--- src/rtl/boundary_frame_sequencer.sv ---
// boundary_frame_sequencer: frame-phase control of the coordinate FIFO pair and read-side framing for the box reducers
module boundary_frame_sequencer #(
  parameter int CNT_W       = 16,
  parameter int DEPTH       = 4096,
  parameter int SKIP_FRAMES = 1
) (
  input  logic             clk,
  input  logic             rst,
  input  logic             lcd_vs,
  input  logic             enable,
  input  logic             pix_valid,
  input  logic             fg_pix,
  input  logic             fifo_full,
  input  logic             fifo_empty,
  output logic             fifo_srst,
  output logic             fifo_wr_en,
  output logic             fifo_rd_en,
  output logic             rd_data_valid,
  output logic             rd_data_first,
  output logic             rd_data_last,
  output logic             publish,
  output logic             box_valid,
  output logic             overflow,
  output logic [1:0]       phase,
  output logic [CNT_W-1:0] entry_cnt
);
  typedef enum logic [2:0] {S_IDLE, S_CAPTURE, S_REDUCE, S_PUBLISH, S_HOLD} state_t;
  localparam logic [CNT_W-1:0] DEPTH_C = CNT_W'(DEPTH);
  localparam logic [CNT_W-1:0] SKIP_C  = CNT_W'(SKIP_FRAMES);
  state_t           r_state, w_next;
  logic             r_vs_d, r_srst, r_overflow, r_box_valid;
  logic             r_rd_valid, r_rd_first, r_rd_last, r_first_pend;
  logic [CNT_W-1:0] r_entry_cnt, r_rd_rem, r_hold_cnt, w_cnt_next;
  logic             w_vs_fall, w_fg, w_wr_en, w_rd_en, w_drop, w_cap_end, w_abort;
  assign w_vs_fall  = r_vs_d & ~lcd_vs;
  assign w_fg       = pix_valid & fg_pix;
  assign w_wr_en    = (r_state == S_CAPTURE) & ~r_srst & w_fg & ~fifo_full & (r_entry_cnt < DEPTH_C);
  assign w_drop     = (r_state == S_CAPTURE) & ~r_srst & w_fg & ~w_wr_en;
  assign w_rd_en    = (r_state == S_REDUCE) & (r_rd_rem != '0) & ~fifo_empty & ~w_vs_fall;
  assign w_cap_end  = (r_state == S_CAPTURE) & w_vs_fall;
  assign w_abort    = (r_state == S_REDUCE) & w_vs_fall & (r_rd_rem != '0);
  assign w_cnt_next = r_srst ? '0 : r_entry_cnt + CNT_W'(w_wr_en);
  // next frame phase; a reduce ends when the countdown is exhausted or the next boundary arrives
  always_comb begin
    w_next = r_state;
    case (r_state)
      S_IDLE:    w_next = (w_vs_fall & enable) ? S_CAPTURE : S_IDLE;
      S_CAPTURE: w_next = w_vs_fall ? S_REDUCE : S_CAPTURE;
      S_REDUCE:  w_next = (w_vs_fall | (r_rd_rem == '0)) ? S_PUBLISH : S_REDUCE;
      S_PUBLISH: w_next = S_HOLD;
      S_HOLD:    w_next = (w_vs_fall & (r_hold_cnt == SKIP_C)) ? (enable ? S_CAPTURE : S_IDLE) : S_HOLD;
      default:   w_next = S_IDLE;
    endcase
  end
  // phase register, boundary detector and the clear strobe for the first capture cycle
  always_ff @(posedge clk or posedge rst) begin
    if (rst) begin
      r_state <= S_IDLE;
      r_vs_d  <= 1'b0;
      r_srst  <= 1'b0;
    end else begin
      r_state <= w_next;
      r_vs_d  <= lcd_vs;
      r_srst  <= (w_next == S_CAPTURE) & (r_state != S_CAPTURE);
    end
  end
  // capture entry count and sticky overflow from dropped pixels or an aborted reduce
  always_ff @(posedge clk or posedge rst) begin
    if (rst) begin
      r_entry_cnt <= '0;
      r_overflow  <= 1'b0;
    end else begin
      if (r_state == S_CAPTURE) r_entry_cnt <= w_cnt_next;
      if (r_srst) r_overflow <= 1'b0;
      else if (w_drop | w_abort) r_overflow <= 1'b1;
    end
  end
  // read countdown and read framing, delayed one cycle to line up with FIFO dout
  always_ff @(posedge clk or posedge rst) begin
    if (rst) begin
      r_rd_rem     <= '0;
      r_first_pend <= 1'b0;
      r_rd_valid   <= 1'b0;
      r_rd_first   <= 1'b0;
      r_rd_last    <= 1'b0;
    end else begin
      if (w_cap_end) r_rd_rem <= w_cnt_next;
      else if (w_rd_en) r_rd_rem <= r_rd_rem - CNT_W'(1);
      r_first_pend <= w_cap_end | (r_first_pend & ~w_rd_en);
      r_rd_valid   <= w_rd_en;
      r_rd_first   <= w_rd_en & r_first_pend;
      r_rd_last    <= w_rd_en & (r_rd_rem == CNT_W'(1));
    end
  end
  // publish latches box validity and restarts the count of hold frames
  always_ff @(posedge clk or posedge rst) begin
    if (rst) begin
      r_box_valid <= 1'b0;
      r_hold_cnt  <= '0;
    end else if (r_state == S_PUBLISH) begin
      r_box_valid <= (r_entry_cnt != '0) & ~r_overflow;
      r_hold_cnt  <= '0;
    end else if ((r_state == S_HOLD) & w_vs_fall) begin
      r_hold_cnt  <= r_hold_cnt + CNT_W'(1);
    end
  end
  assign fifo_srst     = r_srst;
  assign fifo_wr_en    = w_wr_en;
  assign fifo_rd_en    = w_rd_en;
  assign rd_data_valid = r_rd_valid;
  assign rd_data_first = r_rd_first;
  assign rd_data_last  = r_rd_last;
  assign publish       = r_state == S_PUBLISH;
  assign box_valid     = r_box_valid;
  assign overflow      = r_overflow;
  assign entry_cnt     = r_entry_cnt;
  assign phase         = (r_state == S_HOLD) ? 2'd3 : r_state[1:0];
endmodule

--- config.mk ---
export PLATFORM = sky130hd
export DESIGN_NAME = boundary_frame_sequencer
export DESIGN_NICKNAME = d
export VERILOG_FILES = /design/src/rtl/boundary_frame_sequencer.sv
export SDC_FILE = /design/constraint.sdc
export NUM_CORES = 1
export LEC_CHECK = 0
export CAP_MARGIN = 10
export CORE_MARGIN = 2
export CORE_UTILIZATION = 39
export CTS_CLUSTER_SIZE = 40
export DETAILED_ROUTE_END_ITERATION = 6
export PLACE_DENSITY = 0.66
export SYNTH_ARGS = -nofsm -noshare
export SYNTH_HDL_FRONTEND = slang
export SYNTH_SLANG_ARGS = --single-unit
--- constraint.sdc ---
create_clock -name clk -period 4.9 [get_ports clk]
set_input_delay 0.98 -clock clk [delete_from_list [all_inputs] [get_ports clk]]
set_output_delay 0.98 -clock clk [all_outputs]
set_load 0.01 [all_outputs]
==> results of run 1 <==
[where the power goes]
part           internal (mW)  switching, mW  leakage, nW
clock network          0.244          0.198        0.102
logic                  0.335          0.409        0.803
registers              0.623          0.192        0.745
total                   1.20          0.799         1.65
[through the flow]
stage | setup WS (ns) | hold WS (ns) | cell area (sq um) | std cells | util
after floorplan | 1.99 | 0.454 | 3420 | 383 | -
after global placement | 1.09 | 0.470 | 3830 | 509 | 0.444
after detailed placement | 1.06 | 0.482 | 3830 | 509 | 0.444
after CTS | 0.792 | 0.497 | 4030 | 524 | 0.466
after global routing | 0.646 | 0.518 | 4030 | 524 | 0.466
final | 0.838 | 0.488 | 4030 | 524 | 0.466
[sequential cells by signal, summed over array words and instances, names as in the netlist]
signal,cells
overflow,1
rd_data_first,1
r_hold_cnt,16
box_valid,1
entry_cnt,16
r_first_pend,1
r_vs_d,1
rd_data_last,1
r_state,3
fifo_srst,1
rd_data_valid,1
r_rd_rem,16
[area by class of cell]
type	count	area, sq um	area share
Clock buffer	10	138	0.0342
Timing Repair Buffer	36	355	0.0883
Tap cell	108	135	0.0336
Sequential cell	59	1480	0.367
Clock inverter	5	53.8	0.0134
Inverter	16	62.6	0.0155
Multi-Input combinational cell	290	1810	0.448
[layout by cell type (no fill, tap or decap), types with 6 or more instances in the layout]
master and n:
sky130_fd_sc_hd__a21oi_1 14, sky130_fd_sc_hd__clkbuf_8 10, sky130_fd_sc_hd__clkdlybuf4s50_1 34, sky130_fd_sc_hd__dfrtp_1 59
sky130_fd_sc_hd__ha_1 6, sky130_fd_sc_hd__inv_1 13, sky130_fd_sc_hd__mux2i_1 7, sky130_fd_sc_hd__nand2_1 37
sky130_fd_sc_hd__nand3_1 15, sky130_fd_sc_hd__nand4_1 8, sky130_fd_sc_hd__nor2_1 45, sky130_fd_sc_hd__nor3_1 16
sky130_fd_sc_hd__nor4_1 11, sky130_fd_sc_hd__o21ai_0 21, sky130_fd_sc_hd__o31ai_1 6, sky130_fd_sc_hd__or3_1 10
sky130_fd_sc_hd__xnor2_1 14, sky130_fd_sc_hd__xor2_1 14
[metal layers]
layer | vias to the layer above | track usage | wire length, um
met5 | - | 0 | 0
met4 | 0 | 0.0876 | 192
met3 | 17 | 0.0273 | 264
met2 | 59 | 0.276 | 3650
met1 | 1392 | 0.249 | 3820
li1 | 1433 | - | -
[cells by family after synthesis]
family                     after synthesis
and+or+nand+nor                        175
AOI/OAI and AO/OA                       74
DFF                                     59
buffers and inverters                   34
xor gates and xnor gates                28
muxes                                    7
adders and majority gates                6
[path summary, 6_finish.rpt]
kind / from / endpoint / cells after the start
setup / recovery: r_state[0] / fifo_wr_en / 5
hold / removal: r_first_pend / rd_data_first / 1
setup reg to reg: r_state[0] / r_rd_rem[12] / 10
hold reg to reg: r_first_pend / rd_data_first / 1
max in group asynchronous: rst / entry_cnt[10] / 3
min in group asynchronous: rst / r_hold_cnt[5] / 2
==> flow_summary.ini, run 1 <==
[floorplanning]
boundaryPins = 35
coreArea_sq_um = 8640
initial_utilization = 0.396
dieWidth_um = 97.7
design.die.area_sq_um = 9540
chipHeight_um = 97.7
placementRows = 34

[critical_path]
critPathLaunchType = register
worstPathArrival_ns = 3.08
crit_buf_inv = 1
cp_top_family = simple AND/OR/NAND/NOR gates
timing_worst_setup_path_type = register to primary output
worst-r2r-setup-slack_ns = 1.34
crit_chain = or3b_2, nor2_1, nand3_1, nor3_1, clkdlybuf4s50_1
crit_path_max_fanout = 31
max_stage_delay_ns = 0.75
timing.critical_path.slowest_stage_cell = sky130_fd_sc_hd__or3b_2
critical_path_required_ns = 3.92
cp-end-kind = primary output

[synth]
ys_seq_area_frac = 0.431
ys_warn_count = 0
synth-edff-count = 0
post_syn_instances = 383
synth.ff_latch_count = 59
yosys.cell_count.top_type = sky130_fd_sc_hd__dfrtp_1
asyncSetResetFlopFracSynth = 1.00
synth.cell_area_sq_um = 3420
synth_top_cells_by_area = sky130_fd_sc_hd__dfrtp_1, sky130_fd_sc_hd__nor2_1, sky130_fd_sc_hd__nand2_1
syn_avg_cell_area_sq_um = 8.94
synthAdderAreaFrac = 0.0219
postSynthNetCount = 397
fraction_of_synthesized_cell_area_in_xor_and_xnor_cells = 0.0716
synth_compound_gate_area_share = 0.148
postSynth.topFlopCell = sky130_fd_sc_hd__dfrtp_1
dominant_combinational_cell_family_by_area_after_synthesis = simple AND/OR/NAND/NOR gates
synth_top_cell_area_share = 0.431
most_common_library_cells_after_synthesis = sky130_fd_sc_hd__dfrtp_1, sky130_fd_sc_hd__nor2_1, sky130_fd_sc_hd__nand2_1, sky130_fd_sc_hd__o21ai_0, sky130_fd_sc_hd__nor3_1
post_synth_num_cell_types = 57
synthesized_area_fraction_occupied_by_and_or_nand_nor_cells = 0.266
synth_top_area_cell = sky130_fd_sc_hd__dfrtp_1
synth.mux.area_fraction = 0.0205

[grt]
grt-ovfl-total = 0
first_pass_grt_wire_length_um = 13900
groute.usage.overall = 0.180
grt_start_max_net_pins = 38
grt_antenna_before_repair = 0
grt_pass1_vias = 2908

[sta]
min_period_over_period = 0.829
highest_clock_rate_mhz = 246
hold_violations = 0
setup-tns-final_ns = 0
grt_setup_unrepaired = false
setup_viol_count_final = 0
timing.max_slew.rel_slack = 0.358
worst_slew_pin_slew_ns = 0.960
slew_viol_final = 0
final_period_minus_worst_setup_slack_ns = 4.06
fin_skew_ns = 0.0110

[pwr]
report.power.total_mw = 2.00
static_leakage_nw = 1.65
power_density_nw_per_um2 = 497
vdd_ir_drop_max_mv = 0.301

[placed_design]
dp_hpwl_um = 5700
place_congestion = 0.821
number_of_i_o_port_buffers = 34

[cts]
hold_buffers = 0
maximum_clock_path_buffer_count = 2
worstSkewPairLatency_ns = 0.35
cts_root_buffer = sky130_fd_sc_hd__clkbuf_8
cts_setup_buffers = 0
post_cts_resized = 0
tritoncts = yes
clk_pin_slew_ns = 0.07
cts_inserted_buffers = 9
clock_tree.htree_level_count = 3
cts_sinks = 59

[layout]
post_route_cells_drive_above_1_share = 0.0769
layout.filler_cells = 830
antennaDiodeCount = 0
nNetsFinal = 426
layout-area-overhead-vs-synth_pct = 17.6

[route]
drt_pre_antenna_iters = 4
via_per_inst = 5.54
detailedRoute.firstIterationViolations = 207
drc = 0
wire_per_inst_um = 15.1
final_antenna_net_count = 0
vias = 2901
detailed_route_wl_um = 7930

[run]
max-cap-violations = 0

[min_path]
path_type_of_the_worst_min_delay_path = register to register

[outcome]
run_status = finished clean
No activity file was read; power rests on OpenSTA's default activity.
==> inputs of run 2 (changes only) <==
--- a/config.mk
+++ b/config.mk
@@ -10,7 +10,7 @@
 export CORE_UTILIZATION = 39
 export CTS_CLUSTER_SIZE = 40
 export DETAILED_ROUTE_END_ITERATION = 6
-export PLACE_DENSITY = 0.66
+export PLACE_DENSITY = 0.69
 export SYNTH_ARGS = -nofsm -noshare
 export SYNTH_HDL_FRONTEND = slang
 export SYNTH_SLANG_ARGS = --single-unit
==> constraint.sdc (replaced) <==
create_clock -name clk -period 3.58 [get_ports clk]
set_input_delay 0.716 -clock clk [delete_from_list [all_inputs] [get_ports clk]]
set_output_delay 0.716 -clock clk [all_outputs]
set_load 0.01 [all_outputs]
==> run 2 against run 1 <==
Net effect: flip-flop and latch count is the same; clock skew decreased by 0.0032 ns; sequential power is 38% higher; critical endpoint unchanged; largest cell class unchanged; highest routed layer unchanged.
==> flow_summary.ini, run 2 (synthesis gave the netlist of run 1 again) <==
[floorplanning]
coreArea_sq_um = 8640
initial_utilization = 0.396
placementRows = 34
design.die.area_sq_um = 9540
boundaryPins = 35
chipHeight_um = 97.7
dieWidth_um = 97.7

[min_path]
min_from = box_valid
path_type_of_the_worst_min_delay_path = register to register

[pwr]
vdd_ir_drop_max_mv = 0.390
power.share.combinational = 0.377
report.power.total_mw = 2.79
p_clk_frac = 0.222
power.share.switching = 0.397
p_sw_mw = 1.11
static_leakage_nw = 1.68
power_density_nw_per_um2 = 683
seqPwrFrac = 0.401
p_int_mw = 1.68

[sta]
highest_clock_rate_mhz = 302
timing.max_slew.rel_slack = 0.601
slew_viol_final = 0
setup-tns-final_ns = 0
worst_slew_pin_slew_ns = 0.597
min_period_over_period = 0.926
setup_viol_count_final = 0
hold_violations = 0
grt_setup_unrepaired = false
fin_skew_ns = 0.00775
final_period_minus_worst_setup_slack_ns = 3.31

[grt]
grt_pass1_vias = 2931
groute.usage.overall = 0.186
grt-ovfl-total = 0
first_pass_grt_wire_length_um = 14500
grt_antenna_before_repair = 0
grt_start_max_net_pins = 31

[run]
max-cap-violations = 0

[route]
drc = 0
detailed_route_wl_um = 8360
vias = 2989
via_per_inst = 5.63
detailedRoute.firstIterationViolations = 237
wire_per_inst_um = 15.7
final_antenna_net_count = 0
drt_pre_antenna_iters = 4

[critical_path]
worstPathArrival_ns = 2.60
worstSetupStartpoint = r_state[0]
critPathLaunchType = register
worst_r2r_startpoint = r_state[0]
timing_worst_setup_path_type = register to primary output
cp-end-kind = primary output
crit_path_max_fanout = 11
critical_path_required_ns = 2.86

[layout]
mostFrequentLayoutCells = sky130_fd_sc_hd__dfrtp_1, sky130_fd_sc_hd__nor2_1, sky130_fd_sc_hd__nand2_1, sky130_fd_sc_hd__clkdlybuf4s50_1, sky130_fd_sc_hd__o21ai_0
layout.filler_cells = 803
layout-area-overhead-vs-synth_pct = 19.4
nNetsFinal = 433
antennaDiodeCount = 0
seqCellArea_sq_um = 1480
final_common_cell = sky130_fd_sc_hd__dfrtp_1
post_route_cells_drive_above_1_share = 0.0898
multi_input_comb_area_sq_um = 1810

[placed_design]
dp_hpwl_um = 5930
number_of_i_o_port_buffers = 34
place_congestion = 0.845

[cts]
clk_pin_slew_ns = 0.06
hold_buffers = 0
maximum_clock_path_buffer_count = 2
cts_root_buffer = sky130_fd_sc_hd__clkbuf_8
tritoncts = yes
clock_tree.htree_level_count = 3
cts_sinks = 59
worstSkewPairLatency_ns = 0.34
cts_inserted_buffers = 9

[outcome]
run_status = finished clean
-- run 2: changes by cell type in the layout (fill, tap and decap cells not counted), sizes merged --
cell,delta
clkbuf,+3
clkinv,-3
buf,+7
-- run 2: layout make-up --
class | instances | area share
inverters | 16 | 0.0153
well taps | 108 | 0.0331
clock buffers | 13 | 0.0389
repair buffers | 43 | 0.0998
clock inverters | 2 | 0.00857
multi-input cells | 290 | 0.443
flip-flops and latches | 59 | 0.361
-- run 2: worst paths after layout --
check	endpoint	slack [ns]	cells after the start
hold reg to reg	box_valid	0.49	2
max in group asynchronous	entry_cnt[2]	2.21	3
hold / removal	box_valid	0.49	2
min in group asynchronous	r_hold_cnt[9]	0.70	2
setup / recovery	fifo_wr_en	0.27	5
setup reg to reg	r_rd_rem[12]	0.56	10
-- run 2: power groups by stage --
| stage | sequential (mW) | clock (mW) | combinational [mW] |
|---|---|---|---|
| global route | 1.15 | 0.663 | 1.18 |
| finish | 1.12 | 0.620 | 1.05 |
| CTS | 1.11 | 0.627 | 1.06 |
| floorplan | 1.06 | 0 | 0.728 |
| detailed placement | 1.12 | 0 | 1.05 |
| global placement | 1.11 | 0 | 1.04 |
-- run 2: repair_timing --
action,CTS,global route
setup buffers,0,0
resized for setup,0,1
endpoints found under the setup margin,0,1
-- run 2: per-layer routing --
| metal | track usage | part of all wire | up-vias |
|---|---|---|---|
| met5 | 0 | 0 | - |
| met4 | 0.0694 | 0.020 | 0 |
| met3 | 0.0446 | 0.049 | 18 |
| met2 | 0.274 | 0.46 | 76 |
| met1 | 0.266 | 0.47 | 1447 |
| li1 | - | - | 1448 |
-- run 2: worst max-delay path, cell delays in order, from the launching register on --
cell                              delay (ns)
sky130_fd_sc_hd__dfrtp_1                0.51
sky130_fd_sc_hd__or3b_2                 0.49
sky130_fd_sc_hd__nor2_1                 0.21
sky130_fd_sc_hd__nand3_1                0.15
sky130_fd_sc_hd__nor3_2                 0.27
sky130_fd_sc_hd__clkdlybuf4s50_1        0.63
-- run 2: metrics by stage --
| stage | utilization | worst slack [ns] | hold WS (ns) | instance area [sq um] | cells |
|---|---|---|---|---|---|
| 2_1_floorplan | - | 0.667 | 0.454 | 3420 | 383 |
| 4_1_cts | 0.473 | 0.0989 | 0.495 | 4080 | 531 |
| 6_report | 0.473 | 0.266 | 0.488 | 4090 | 531 |
| 3_5_place_dp | 0.450 | 0.413 | 0.476 | 3890 | 516 |
| 5_1_grt | 0.473 | 0.180 | 0.530 | 4090 | 531 |
| 3_3_place_gp | 0.450 | 0.411 | 0.471 | 3890 | 516 |
==> inputs of run 3 (changes only) <==
--- a/config.mk
+++ b/config.mk
@@ -11,6 +11,7 @@
 export CTS_CLUSTER_SIZE = 40
 export DETAILED_ROUTE_END_ITERATION = 6
 export PLACE_DENSITY = 0.69
+export SKIP_LAST_GASP = 1
 export SYNTH_ARGS = -nofsm -noshare
 export SYNTH_HDL_FRONTEND = slang
 export SYNTH_SLANG_ARGS = --single-unit
==> results of run 3 <==
No change in the layout: final DEF, timing and power equal those of run 2.
